## src/rtl/sppf_concat_stream_if.sv

```systemverilog
// Frame-in / element-stream-out bundle for sppf_concat_stream.
// frame_cnt exists only when SPPF_CONCAT_FRAME_CNT_EN is defined.
interface sppf_concat_stream_if #(
  parameter int DATA_WIDTH = 16,
  parameter int K          = 1,
  parameter int H          = 1,
  parameter int W          = 1
);
  localparam int BUS_W = K * H * W * DATA_WIDTH;
  localparam int CH_W  = ($clog2(4 * K) < 1) ? 1 : $clog2(4 * K);

  logic                          in_valid;
  logic                          in_ready;
  logic        [BUS_W-1:0]       x_in;
  logic        [BUS_W-1:0]       m5_in;
  logic        [BUS_W-1:0]       m9_in;
  logic        [BUS_W-1:0]       m13_in;
  logic signed [DATA_WIDTH-1:0]  out_data;
  logic                          out_valid;
  logic                          out_ready;
  logic                          out_last;
  logic        [CH_W-1:0]        out_chan;
`ifdef SPPF_CONCAT_FRAME_CNT_EN
  logic        [15:0]            frame_cnt;
`endif

  // master: the concat block (captures frames, drives the stream)
  modport master (
    input  in_valid, x_in, m5_in, m9_in, m13_in, out_ready,
`ifdef SPPF_CONCAT_FRAME_CNT_EN
    output frame_cnt,
`endif
    output in_ready, out_data, out_valid, out_last, out_chan
  );

  // slave: the surrounding pool stage and 1x1 conv consumer
  modport slave (
    output in_valid, x_in, m5_in, m9_in, m13_in, out_ready,
`ifdef SPPF_CONCAT_FRAME_CNT_EN
    input  frame_cnt,
`endif
    input  in_ready, out_data, out_valid, out_last, out_chan
  );
endinterface

```

## src/rtl/sppf_concat_stream.sv

```systemverilog
// Captures x/m5/m9/m13 maps and streams them pixel-major as [x,m5,m9,m13] x K channels.
// Optional completed-frame counter enabled by SPPF_CONCAT_FRAME_CNT_EN.
module sppf_concat_stream #(
  parameter int DATA_WIDTH = 16,
  parameter int K          = 1,
  parameter int H          = 1,
  parameter int W          = 1
) (
  input logic                  clk,
  input logic                  reset,
  sppf_concat_stream_if.master bus
);
  localparam int HW    = H * W;
  localparam int BUS_W = K * HW * DATA_WIDTH;
  localparam int P_W   = (HW > 1) ? $clog2(HW) : 1;
  localparam int C_W   = (K > 1) ? $clog2(K) : 1;
  localparam int CH_W  = ($clog2(4 * K) < 1) ? 1 : $clog2(4 * K);

  typedef enum logic {IDLE, STREAM} state_t;

  state_t                       state;
  logic [3:0][BUS_W-1:0]        frame_p0;
  logic [P_W-1:0]               pix;
  logic [1:0]                   grp;
  logic [C_W-1:0]               chn;
  logic                         rdy_p1;
  logic                         vld_p1;
  logic                         last_p1;
  logic signed [DATA_WIDTH-1:0] data_p1;
  logic [CH_W-1:0]              chan_p1;
`ifdef SPPF_CONCAT_FRAME_CNT_EN
  logic [15:0]                  frame_cnt;
`endif

  logic                         c_wrap;
  logic                         g_wrap;
  logic [P_W-1:0]               nxt_p;
  logic [1:0]                   nxt_g;
  logic [C_W-1:0]               nxt_c;
  logic                         nxt_last;
  logic [CH_W-1:0]              nxt_chan;
  logic signed [DATA_WIDTH-1:0] nxt_data;

  // Element (c,h,w) sits at flat index (c*H+h)*W+w, which equals c*H*W + p.
  function automatic logic signed [DATA_WIDTH-1:0] elem_sel(
    input logic [BUS_W-1:0] map,
    input logic [P_W-1:0]   p,
    input logic [C_W-1:0]   c
  );
    logic [BUS_W-1:0] shifted;
    int               idx;
    idx     = int'(c) * HW + int'(p);
    shifted = map >> (idx * DATA_WIDTH);
    return shifted[DATA_WIDTH-1:0];
  endfunction

  always_comb begin
    c_wrap   = (chn == C_W'(K - 1));
    g_wrap   = (grp == 2'd3);
    nxt_c    = c_wrap ? '0 : chn + C_W'(1);
    nxt_g    = c_wrap ? grp + 2'd1 : grp;
    nxt_p    = (c_wrap && g_wrap) ? pix + P_W'(1) : pix;
    nxt_last = (nxt_c == C_W'(K - 1)) && (nxt_g == 2'd3) && (nxt_p == P_W'(HW - 1));
    nxt_chan = CH_W'(int'(nxt_g) * K + int'(nxt_c));
    nxt_data = elem_sel(frame_p0[nxt_g], nxt_p, nxt_c);
  end

  // ---- capture stage: frame buffer, loaded only on an accepted frame ----
  always_ff @(posedge clk) begin
    if (state == IDLE && bus.in_valid)
      frame_p0 <= {bus.m13_in, bus.m9_in, bus.m5_in, bus.x_in};
  end

  // ---- stream stage: FSM, counters and registered stream outputs ----
  always_ff @(posedge clk) begin
    if (reset) begin
      state     <= IDLE;
      rdy_p1    <= 1'b1;
      vld_p1    <= 1'b0;
      last_p1   <= 1'b0;
      data_p1   <= '0;
      chan_p1   <= '0;
      pix       <= '0;
      grp       <= '0;
      chn       <= '0;
`ifdef SPPF_CONCAT_FRAME_CNT_EN
      frame_cnt <= '0;
`endif
    end else begin
      case (state)
        IDLE: begin
          if (bus.in_valid) begin
            state   <= STREAM;
            rdy_p1  <= 1'b0;
            vld_p1  <= 1'b1;
            // First element comes straight off the bus; the buffer loads this same edge.
            data_p1 <= bus.x_in[DATA_WIDTH-1:0];
            chan_p1 <= '0;
            last_p1 <= 1'b0;
            pix     <= '0;
            grp     <= '0;
            chn     <= '0;
          end
        end
        STREAM: begin
          if (bus.out_ready) begin
            if (last_p1) begin
              state     <= IDLE;
              rdy_p1    <= 1'b1;
              vld_p1    <= 1'b0;
              last_p1   <= 1'b0;
              pix       <= '0;
              grp       <= '0;
              chn       <= '0;
`ifdef SPPF_CONCAT_FRAME_CNT_EN
              frame_cnt <= frame_cnt + 16'd1;
`endif
            end else begin
              pix     <= nxt_p;
              grp     <= nxt_g;
              chn     <= nxt_c;
              data_p1 <= nxt_data;
              chan_p1 <= nxt_chan;
              last_p1 <= nxt_last;
            end
          end
        end
        default: state <= IDLE;
      endcase
    end
  end

  assign bus.in_ready  = rdy_p1;
  assign bus.out_valid = vld_p1;
  assign bus.out_last  = last_p1;
  assign bus.out_data  = data_p1;
  assign bus.out_chan  = chan_p1;
`ifdef SPPF_CONCAT_FRAME_CNT_EN
  assign bus.frame_cnt = frame_cnt;
`endif
endmodule

```

## src/flat_wrapper.sv

```systemverilog
// flat-port wrapper written by rule: the top's interface ports become plain ports
module sppf_concat_stream_flat 
#(
  parameter int DATA_WIDTH = 16,
  parameter int K          = 1,
  parameter int H          = 1,
  parameter int W          = 1
)
  (clk, reset, bus_in_valid, bus_x_in, bus_m5_in, bus_m9_in, bus_m13_in, bus_out_ready, bus_in_ready, bus_out_data, bus_out_valid, bus_out_last, bus_out_chan);
  sppf_concat_stream_if #(.DATA_WIDTH(DATA_WIDTH), .K(K), .H(H), .W(W)) bus_i ();
  input logic clk;
  input logic reset;
  input wire logic [$bits(bus_i.in_valid)-1:0] bus_in_valid;
  input wire logic [$bits(bus_i.x_in)-1:0] bus_x_in;
  input wire logic [$bits(bus_i.m5_in)-1:0] bus_m5_in;
  input wire logic [$bits(bus_i.m9_in)-1:0] bus_m9_in;
  input wire logic [$bits(bus_i.m13_in)-1:0] bus_m13_in;
  input wire logic [$bits(bus_i.out_ready)-1:0] bus_out_ready;
  output wire logic [$bits(bus_i.in_ready)-1:0] bus_in_ready;
  output wire logic [$bits(bus_i.out_data)-1:0] bus_out_data;
  output wire logic [$bits(bus_i.out_valid)-1:0] bus_out_valid;
  output wire logic [$bits(bus_i.out_last)-1:0] bus_out_last;
  output wire logic [$bits(bus_i.out_chan)-1:0] bus_out_chan;
  assign bus_i.in_valid = bus_in_valid;
  assign bus_i.x_in = bus_x_in;
  assign bus_i.m5_in = bus_m5_in;
  assign bus_i.m9_in = bus_m9_in;
  assign bus_i.m13_in = bus_m13_in;
  assign bus_i.out_ready = bus_out_ready;
  assign bus_in_ready = bus_i.in_ready;
  assign bus_out_data = bus_i.out_data;
  assign bus_out_valid = bus_i.out_valid;
  assign bus_out_last = bus_i.out_last;
  assign bus_out_chan = bus_i.out_chan;
  sppf_concat_stream #(.DATA_WIDTH(DATA_WIDTH), .K(K), .H(H), .W(W)) u_core (.clk(clk), .reset(reset), .bus(bus_i));
endmodule
```

## config.mk

```make
export PLATFORM = sky130hd
export DESIGN_NAME = sppf_concat_stream_flat
export DESIGN_NICKNAME = d
export VERILOG_FILES = /design/src/rtl/sppf_concat_stream_if.sv /design/src/rtl/sppf_concat_stream.sv /design/src/flat_wrapper.sv
export SDC_FILE = /design/constraint.sdc
export NUM_CORES = 1
export LEC_CHECK = 0
export BUFFER_PORTS_ARGS = -buffer_cell sky130_fd_sc_hd__buf_2
export CAP_MARGIN = 10
export CORE_ASPECT_RATIO = 1.25
export CORE_UTILIZATION = 35
export DETAILED_ROUTE_END_ITERATION = 6
export PLACE_DENSITY = 0.55
export SYNTH_ARGS = -nofsm -noshare
export SYNTH_HDL_FRONTEND = slang
export SYNTH_SLANG_ARGS = --single-unit
```

## constraint.sdc

```tcl
create_clock -name clk -period 2.65 [get_ports clk]
set_input_delay 0.265 -clock clk [delete_from_list [all_inputs] [get_ports clk]]
set_output_delay 0.265 -clock clk [all_outputs]
set_load 0.01 [all_outputs]
```

== After elaboration in Yosys (flattened, before gate mapping) ==
Index checks and enable logic that the tools add are counted.
Storage, ports and cells
  output and inout port bits: 21
  register bits: 90
Cells by class
  $add $sub $neg: 5
  magnitude comparators: 1
  bitwise gates (word level): 4
  reduce and logical (&&, ||, !) cells: 7
  muxes and demuxes: 37
  shift operators: 1
  equal/unequal tests: 6
Operators with widths (count)
  $mux 16: 4
  $bmux 16 s2: 1
  $pmux 16 s2: 1
  $shr 16x32->16: 1
  $mux 1: 17
  $mux 2: 6
  $pmux 1 s2: 6
  $ne 2x2->1 const B: 4
  $pmux 2 s2: 2
  $reduce_and 3->1: 2
  $eq 2x2->1 const B: 2
  $logic_and 1x1->1: 4
  $not 1->1: 4
  $lt 2x3->1 const B: 1
  $add 1x1->1 const B: 2
  $add 1x1->2: 1
  $add 2x1->2: 1
  $add 2x1->2 const B: 1
  $reduce_and 2->1: 1

== Depth between registers and ports, before layout ==
Gate-level depths: netlist of run 1.
  depth after elaboration: 8
  depth in mapped cells: 9

== Worst setup path before layout of run 1 ==
No wires, ideal clock.
  path type: register -> register
  from: register u_core.state
  to: register u_core.frame_p0[0] (netlist bit), enable pin
  buffers on the path: 2
  arrival time: 1587 ps
  data required time: 2254 ps
  clock period less this slack: 1983 ps
  stages on the path, launching flop included: 5
  setup time: 396 ps
  slack: 667 ps
  cells stage by stage: dfxtp_1 nand2b_1 buf_2 inv_2 buf_2
Between the ends
  cells in the longest elaborated chain, start to end: 2
RTL lines
  from (decl): RTL line sppf_concat_stream.sv:21  | state_t state;
  from (signal assigned): RTL line sppf_concat_stream.sv:77  | state <= IDLE;
  from (signal assigned): RTL line sppf_concat_stream.sv:93  | state <= STREAM;
  from (signal assigned): RTL line sppf_concat_stream.sv:108  | state <= IDLE;
  $not 1->1: RTL line sppf_concat_stream.sv:70  | if (state == IDLE && bus.in_valid)
  $logic_and 1x1->1: RTL line sppf_concat_stream.sv:70
  to (signal assigned): RTL line sppf_concat_stream.sv:71  | frame_p0 <= {bus.m13_in, bus.m9_in, bus.m5_in, bus.x_in};
  to (decl): RTL line sppf_concat_stream.sv:22  | logic [3:0][BUS_W-1:0] frame_p0;
No other way between the ends.
A chain may end at the register's enable or synchronous reset.

== Final worst setup path of run 1 ==
  from: register u_core.state
  to: register u_core.data_p1[3], in the netlist u_core.bus.out_data[3]
Between the ends
  cells in the longest elaborated chain, start to end: 3
  elaborated cells between the ends (all ways): 6
  classes of those cells: eq/ne: 3; mux: 1; bitwise: 1; reduce/logical: 1
RTL lines
  $not 1->1: RTL line sppf_concat_stream.sv:90  | case (state)
  $ne 2x2->1 (no line)
  $reduce_and 3->1 (no line)
  to (signal assigned): RTL line sppf_concat_stream.sv:97  | data_p1 <= bus.x_in[DATA_WIDTH-1:0];
  to (signal assigned): RTL line sppf_concat_stream.sv:122  | data_p1 <= nxt_data;
  to (decl): RTL line sppf_concat_stream.sv:29  | logic signed [DATA_WIDTH-1:0] data_p1;
Parallel ways exist; a longest one is shown, timed or not.

==> run metrics, run 1 <==
DR iter-0 viols=~110; Worst-Skew Late Latency=around 0.33 ns; peak supply drop=0.000288 V; P&R area growth vs syn=24.0%; Die Area=10500 µm²; Die W=91.9 µm; clk root buf=clkbuf_16; via count of the routed design=2249; CTS H-tree depth=3; non-filler cells in the finished layout=around 440; cells along the critical path=nand2b_1 > clkinv_2 > buf_4 > nor3_1 > a21oi_1; Startpoint Class=flop; largest net degree at the start of global routing=33; total inserted antenna cells=0; max_cap viols=0; top_reg_cell synth=edfxtp_1; power share of the clock group=0.394; initial core utilization=0.364; total negative slack=0 ns; PortBufs=between 80 and 90; first-pass GRT wire length=11700 µm; Least-Margin Pin Slew=roughly 0.93 ns; Worst slew margin=0.375; Netlist Area Pre-Place=about 3500 µm²; Max Clk Rate=between 0.5 and 0.6 GHz; # IOs=89; NetSw=roughly 0.00069 W; DP Wirelength=slightly below 5000 µm; worst hold path endpoint=u_core.frame_p0[44]; Slew Limit Fails=0; Core Util, Final=0.452; RSZ-0062 raised after global routing=false; critical path class=flop to flop; sequential fraction of design power=0.513; CTS Buf Count=9; Yosys cell types=34; gr usage total=0.151; Residual DRC=0; sequential area share after synthesis=0.685; Detail Route Antenna Nets=0; syn nets=around 290; Combinational Power Share=0.093; Nets=between 300 and 400; vias in the first global route=2258; period utilization=0.743; final WL=7520 µm; clk slew on worst S/H paths=about 0.060 ns; Tmin final=approximately 2.0 ns; 1st-pass router iterations=4; cells after synthesis=~220; commonest non-fill, non-tap cell in the layout=buf_2; CTS tree=yes; hold path cells=1; Longest Clk Path Bufs=2; RR Startpoint=u_core.state; CP Data Arrival Time=~2.2 ns; switching portion of total power=0.217; initial antenna violation count=0; # setup viols final=0; CP max stage delay=about 0.53 ns; Post-synth EDFFs=64; TritonCTS Sinks=89; die height=roughly 110 µm; FF-to-FF path depth=5; status=finished, final reports clean; flop-to-flop setup slack=just under 0.7 ns; Crit-path slowest cell=dfxtp_1; Pint=~0.0025 W; synthesized area per cell=roughly 16 µm²; grt total ovfl=0; GPL Wtd Cong=around 0.7; Power Density=roughly 720 nW/µm²; most frequent cells in the layout=88 x buf_2, 64 x edfxtp_1, 25 x dfxtp_1; Core Area=9710 µm²; row cnt=40; placed cell count=428; post-CTS setup buffer count=0; Vias/cell=5.07; ys async rst share=0; cts repair resizes=0; reg2reg end=u_core.bus.out_data[3]; Ys Warns=0; Critical Path RT=roughly 2.9 ns; Hold Vio Cnt, Final=0; Synth Register Bits=roughly 90; CP endpoint kind=flop; clock skew=around 0.0047 ns; Hold Path Origin=bus_m9_in[12]; worst min path class=primary input to flop; ratio of cells with drive above 1 in the final layout=0.387; P_leak=1.67 nW; CTS Hold Bufs=0; CP max FO=32; WL/cell=approximately 17 µm
==> cells by family (layout without fill, tap and decap cells) <==
logic type | after synthesis | count (layout) | synth area share
AO/OA/AOI/OAI | 44 | 44 | 0.0785
XOR/XNOR | 1 | 1 | 0.00460
adder cells (fa/ha/maj) | 2 | 2 | 0.00707
buffers and inverters | 21 | 116 | 0.0357
flip-flops | 89 | 89 | 0.685
multiplexers | 17 | 17 | 0.114
AND/OR/NAND/NOR | 49 | 49 | 0.0753
==> Yosys cell counts, types with 2 or more instances <==
master	instances	area (µm²)
mux4_2	7	158
nor2_1	5	18.8
buf_2	9	45.0
nor3_1	16	80.1
nand3_1	18	90.1
ha_1	2	25.0
a21oi_1	21	105
o211ai_1	17	128
buf_4	3	22.5
mux4_1	9	236
dfxtp_1	25	500
nor2b_1	2	12.5
nand2b_1	2	12.5
edfxtp_1	64	1920
a31oi_1	2	12.5
clkbuf_1	2	7.51
inv_1	2	7.51
==> power groups by stage <==
stage,Sequential [W],Clock (W),Combinational [W]
after floorplan,0.00166,0,0.000163
after global placement,0.00166,0,0.000294
after detailed placement,0.00166,0,0.000297
after CTS,0.00163,0.00128,0.000300
after global routing,0.00164,0.00134,0.000327
final,0.00163,0.00125,0.000296
==> registers in the layout (all words and copies together), names as in the netlist <==
register	cells
u_core.frame_p0	64
u_core.bus.out_data	16
u_core.bus.out_chan	2
u_core.grp	2
u_core.bus.in_ready	1
u_core.bus.out_last	1
u_core.bus.out_valid	1
u_core.pix	1
u_core.state	1
==> critical path: cells and delay by family (launching register included) <==
family	cells	cell delay (ns)
AND/OR/NAND/NOR	2	0.41
buffers and inverters	2	0.86
flip-flops	1	0.53
AO/OA/AOI/OAI	1	0.06
==> worst max-delay path by stage <==
stage	from	endpoint	depth (start not counted)
floorplan	u_core.state	u_core.frame_p0[0]	4
global placement	u_core.state	u_core.bus.out_data[8]	5
detailed placement	u_core.state	u_core.bus.out_data[3]	5
CTS	u_core.state	u_core.bus.out_data[10]	5
global route	u_core.state	u_core.bus.out_data[13]	5
finish	u_core.state	u_core.bus.out_data[3]	5
==> final cells by class <==
| class | instances | area [µm²] |
|---|---|---|
| clock buffer | 11 | 243 |
| clock inverter | 5 | 55.1 |
| fill | 898 | 5320 |
| inverter | 4 | 16.3 |
| multi-input combinational | 113 | 992 |
| sequential | 89 | 2420 |
| tap | 126 | 158 |
| timing repair buffer | 96 | 500 |
==> stage by stage <==
step,setup WS [ns],instance area [µm²],hold WS (ns),total power (W)
final,0.681,4390,0.106,0.00317
after global routing,0.415,4390,0.0871,0.00330
after CTS,0.667,4390,0.0919,0.00321
after detailed placement,0.674,4090,0.443,0.00195
after global placement,0.742,4090,0.443,0.00195
after floorplan,0.667,3540,0.364,0.00182
==> layer usage <==
layer	track usage	part of all wire	vias to the layer above
met5	0	0	-
met4	0.0677	0.011	0
met3	0.0398	0.058	8
met2	0.238	0.50	90
met1	0.195	0.43	1077
li1	-	-	1074
No activity file was read; power rests on OpenSTA's default activity.
==> inputs of run 2 (changes only) <==
==> constraint.sdc (replaced) <==
create_clock -name clk -period 1.9 [get_ports clk]
set_input_delay 0.19 -clock clk [delete_from_list [all_inputs] [get_ports clk]]
set_output_delay 0.19 -clock clk [all_outputs]
set_load 0.01 [all_outputs]
==> run metrics, run 2 (same netlist as run 1, synthesis figures left out) <==
Vias/cell=approximately 5.0; DP Wirelength=5050 µm; max FFs per register=64; Nets=between 300 and 400; Crit. Startpoint=u_core.grp[0]; CTS H-tree depth=3; gr usage total=0.155; Core Area=roughly 10000 µm²; P&R area growth vs syn=25.3%; initial antenna violation count=0; most frequent cells in the layout=88 x buf_2, 64 x edfxtp_1, 25 x dfxtp_1; TritonCTS Sinks=89; Tmin final=1.77 ns; met2 routed WL=about 3500 µm; NetSw=0.00102 W; P_leak=between 1.5 and 2 nW; cts repair resizes=0; GPL Wtd Cong=approximately 0.75; area post-placement=between 4000 and 5000 µm²; clk slew on worst S/H paths=about 0.070 ns; WL met1=about 3500 µm; initial core utilization=0.364; sequential fraction of design power=0.522; switching portion of total power=0.235; worst min path class=primary input to flop; final WL=7580 µm; ratio of cells with drive above 1 in the final layout=0.398; max_cap viols=0; first-pass GRT wire length=about 12000 µm; Die Area=10500 µm²; highest metal used=met4; DR iter-0 viols=~80; die height=around 110 µm; WL/cell=approximately 17 µm; Hold Path Origin=bus_m9_in[11]; Critical Path RT=2.13 ns; clk root buf=clkbuf_16; Longest Clk Path Bufs=2; power share of the clock group=0.378; Max Clk Rate=approximately 0.57 GHz; cell repeated most along the worst path=buf_4; RR Startpoint=u_core.grp[0]; # setup viols final=0; met3 routed WL=421 µm; peak supply drop=between 0.0003 and 0.0004 V; multi-input logic area=~990 µm²; largest net degree at the start of global routing=41; 1st-pass router iterations=4; post-route cell area=4430 µm²; clock skew=between 0.007 and 0.008 ns; Combinational Power Share=0.100; commonest non-fill, non-tap cell in the layout=buf_2; vias in the first global route=about 2200; Layout fillers=900; total inserted antenna cells=0; CP max FO=11; Die W=between 90 and 100 µm; total negative slack=0 ns; status=finished, final reports clean; register bank with the most flops=u_core.frame_p0; Detail Route Antenna Nets=0; # IOs=89; Slew Limit Fails=0; FF/Latch Area=around 2400 µm²; Power Density=~980 nW/µm²; via count of the routed design=between 2000 and 2500; flop-to-flop setup slack=~0.13 ns; cells along the critical path=buf_4 > inv_1 > ha_1 > buf_4 > mux4_2 > nand3_1 > a21oi_1; period utilization=0.931; row cnt=40; critical path class=flop to flop; CP Data Arrival Time=about 2.0 ns; Least-Margin Pin Slew=slightly below 0.9 ns; RSZ-0062 raised after global routing=false; CP endpoint kind=flop; CP max stage delay=0.39 ns; Pint=0.00332 W; Startpoint Class=flop; Worst-Skew Late Latency=0.35 ns; grt total ovfl=0; CTS Buf Count=9; CTS tree=yes; Hold Vio Cnt, Final=0; Crit-path slowest cell=dfxtp_1; Residual DRC=0; PortBufs=88; Worst slew margin=0.401
==> run 2: stage by stage <==
stage               setup WS, ns  power (W)  utilization  std cells  hold slack (ns)
global placement           0.202    0.00274        0.428        433            0.367
finish                     0.130    0.00434        0.457        450           0.0106
global route              0.0205    0.00451        0.457        450          0.00248
CTS                        0.108    0.00439        0.456        449          0.00369
detailed placement         0.137    0.00274        0.428        433            0.368
floorplan                 0.0476    0.00254            -        223            0.289
==> run 2: worst paths after layout <==
| kind | cells after the start | to |
|---|---|---|
| min reg2reg | 2 | u_core.bus.out_data[12] |
| max reg2reg | 7 | u_core.bus.out_data[1] |
| min | 1 | u_core.frame_p0[43] |
| max | 7 | u_core.bus.out_data[1] |
==> run 2: layout make-up <==
class | count | area share
Sequential cell | 89 | 0.546
Multi-Input combinational cell | 113 | 0.224
Timing Repair Buffer | 102 | 0.129
Clock buffer | 10 | 0.0517
Tap cell | 126 | 0.0356
Clock inverter | 6 | 0.00960
Inverter | 4 | 0.00367
==> run 2: power groups by stage <==
| stage | registers (W) | logic (W) | clock network (W) |
|---|---|---|---|
| detailed placement | 0.00231 | 0.000438 | 0 |
| global route | 0.00227 | 0.000479 | 0.00176 |
| CTS | 0.00227 | 0.000440 | 0.00169 |
| global placement | 0.00230 | 0.000432 | 0 |
| finish | 0.00226 | 0.000434 | 0.00164 |
| floorplan | 0.00231 | 0.000228 | 0 |
==> run 2: critical path, delay by kind of cell (launching register included) <==
kind	cells	cell delay [ns]
AND/OR/NAND/NOR	1	0.10
multiplexers	1	0.32
adder cells (fa/ha/maj)	1	0.29
buffers and inverters	3	0.47
AO/OA/AOI/OAI	1	0.09
flip-flops	1	0.39
==> run 2: repair_timing <==
item | CTS | global route
setup endpoints to repair | 0 | 0
hold buffers | 0 | 1
buffers inserted | 0 | 0
endpoints found under the hold margin | 0 | 1
==> run 2: metal layers <==
layer	up-vias	track usage
li1	1081	-
met1	1069	0.203
met2	66	0.238
met3	12	0.0412
met4	0	0.0813
met5	-	0
==> inputs of run 3 (changes only) <==
--- a/config.mk
+++ b/config.mk
@@ -11,6 +11,8 @@
 export CORE_UTILIZATION = 35
 export DETAILED_ROUTE_END_ITERATION = 6
 export PLACE_DENSITY = 0.55
+export RECOVER_POWER = 25
+export SKIP_CTS_REPAIR_TIMING = 1
 export SYNTH_ARGS = -nofsm -noshare
 export SYNTH_HDL_FRONTEND = slang
 export SYNTH_SLANG_ARGS = --single-unit
==> run metrics, run 3 (same netlist as run 1, synthesis figures left out) <==
area post-placement=4150 µm²; PortBufs=between 80 and 90; via count of the routed design=~2200; TritonCTS Sinks=89; CTS H-tree depth=3; die height=roughly 110 µm; post-route cell area=approximately 4400 µm²; 1st-pass router iterations=4; ratio of cells with drive above 1 in the final layout=0.392; GPL Wtd Cong=~0.75; vias in the first global route=2245; Startpoint Class=flop; first-pass GRT wire length=around 12000 µm; CP Data Arrival Time=around 2 ns; Core Util, Final=0.456; critical path class=flop to flop; Crit-path slowest cell=dfxtp_1; CTS tree=yes; Worst-Skew Late Latency=roughly 0.35 ns; DR iter-0 viols=slightly above 80; Max Clk Rate=approximately 0.57 GHz; initial core utilization=0.364; Power Density=just under 1000 nW/µm²; Worst slew margin=0.398; Vias/cell=a little under 5; clk slew on worst S/H paths=0.07 ns; initial antenna violation count=0; row cnt=40; CTS Buf Count=9; grt total ovfl=0; clk root buf=clkbuf_16; CP Buf/Inv Count=3; cell family contributing the most delay on the critical path=buffers and inverters; max_cap viols=0; most frequent cells in the layout=86 x buf_2, 64 x edfxtp_1, 25 x dfxtp_1; CP max stage delay=0.39 ns; Core Area=roughly 10000 µm²; Least-Margin Pin Slew=0.899 ns; peak supply drop=between 0.0003 and 0.0004 V; Critical Path RT=about 2.1 ns; Hold Vio Cnt, Final=0; DP Wirelength=5050 µm; RSZ-0062 raised after global routing=false; P_leak=roughly 1.7 nW; gr usage total=0.155; Die W=91.9 µm; total negative slack=0 ns; clock skew=roughly 0.0076 ns; CP endpoint kind=flop; Nets=roughly 400; cells along the critical path=buf_4 > inv_1 > ha_1 > buf_4 > mux4_2 > nand3_1 > a21oi_1; Die Area=roughly 11000 µm²; P&R area growth vs syn=25.2%; CP max FO=11; largest net degree at the start of global routing=41; total inserted antenna cells=0; status=finished, final reports clean; Worst Setup Slack, final=around 0.13 ns; pre-CTS setup slack=~0.14 ns; Detail Route Antenna Nets=0; max FFs per register=64; # IOs=89; Tmin final=1.77 ns; Hold Worst Slack=roughly 0.013 ns; commonest non-fill, non-tap cell in the layout=buf_2; register bank with the most flops=u_core.frame_p0; WL/cell=16.8 µm; Longest Clk Path Bufs=2; # setup viols final=0; final WL=7570 µm; Residual DRC=0; worst min path class=primary input to flop; period utilization=0.931; cell repeated most along the worst path=buf_4; Slew Limit Fails=0
run 3: changes by cell type in the layout (fill, tap and decap cells not counted):
cell / previous run / this run
buf_2: 88 / 86
clkbuf_1: 1 / 3
run 3: routing by layer:
layer	vias up	global-route usage	wire (µm)
met5	-	0	0
met4	0	0.0813	174
met3	12	0.0412	420
met2	68	0.238	3540
li1	1081	-	-
met1	1074	0.203	3440
run 3: final cells by class:
cell class                      count  area (µm²)
Clock buffer                       10         229
Clock inverter                      6        42.5
Fill cell                         899        5280
Inverter                            4        16.3
Multi-Input combinational cell    113         992
Sequential cell                    89        2420
Tap cell                          126         158
Timing Repair Buffer              102         571
run 3: power by group:
group | leakage [nW] | internal (W) | switching (W)
registers | 0.816 | 0.00222 | 0.0000448
clock network | 0.129 | 0.000890 | 0.000745
logic | 0.746 | 0.000207 | 0.000226
total | 1.69 | 0.00332 | 0.00102
run 3: per-stage QoR:
stage / cells / total power [W]
global route: 450 / 0.00451
finish: 450 / 0.00433
global placement: 433 / 0.00274
floorplan: 223 / 0.00254
CTS: 449 / 0.00439
detailed placement: 433 / 0.00274
run 3: final timing paths:
kind | start | end | slack [ns] | cells after the start
hold / removal | bus_m9_in[11] | u_core.frame_p0[43] | 0.01 | 1
setup / recovery | u_core.grp[0] | u_core.bus.out_data[1] | 0.13 | 7
hold reg to reg | u_core.bus.out_valid | u_core.bus.out_valid | 0.50 | 2
setup reg to reg | u_core.grp[0] | u_core.bus.out_data[1] | 0.13 | 7
run 3: worst reg2reg max path: stages, from the launching register on:
cell and delay [ns]:
dfxtp_1 0.39, buf_4 0.20, inv_1 0.06, ha_1 0.29, buf_4 0.21, mux4_2 0.33, nand3_1 0.10, a21oi_1 0.09
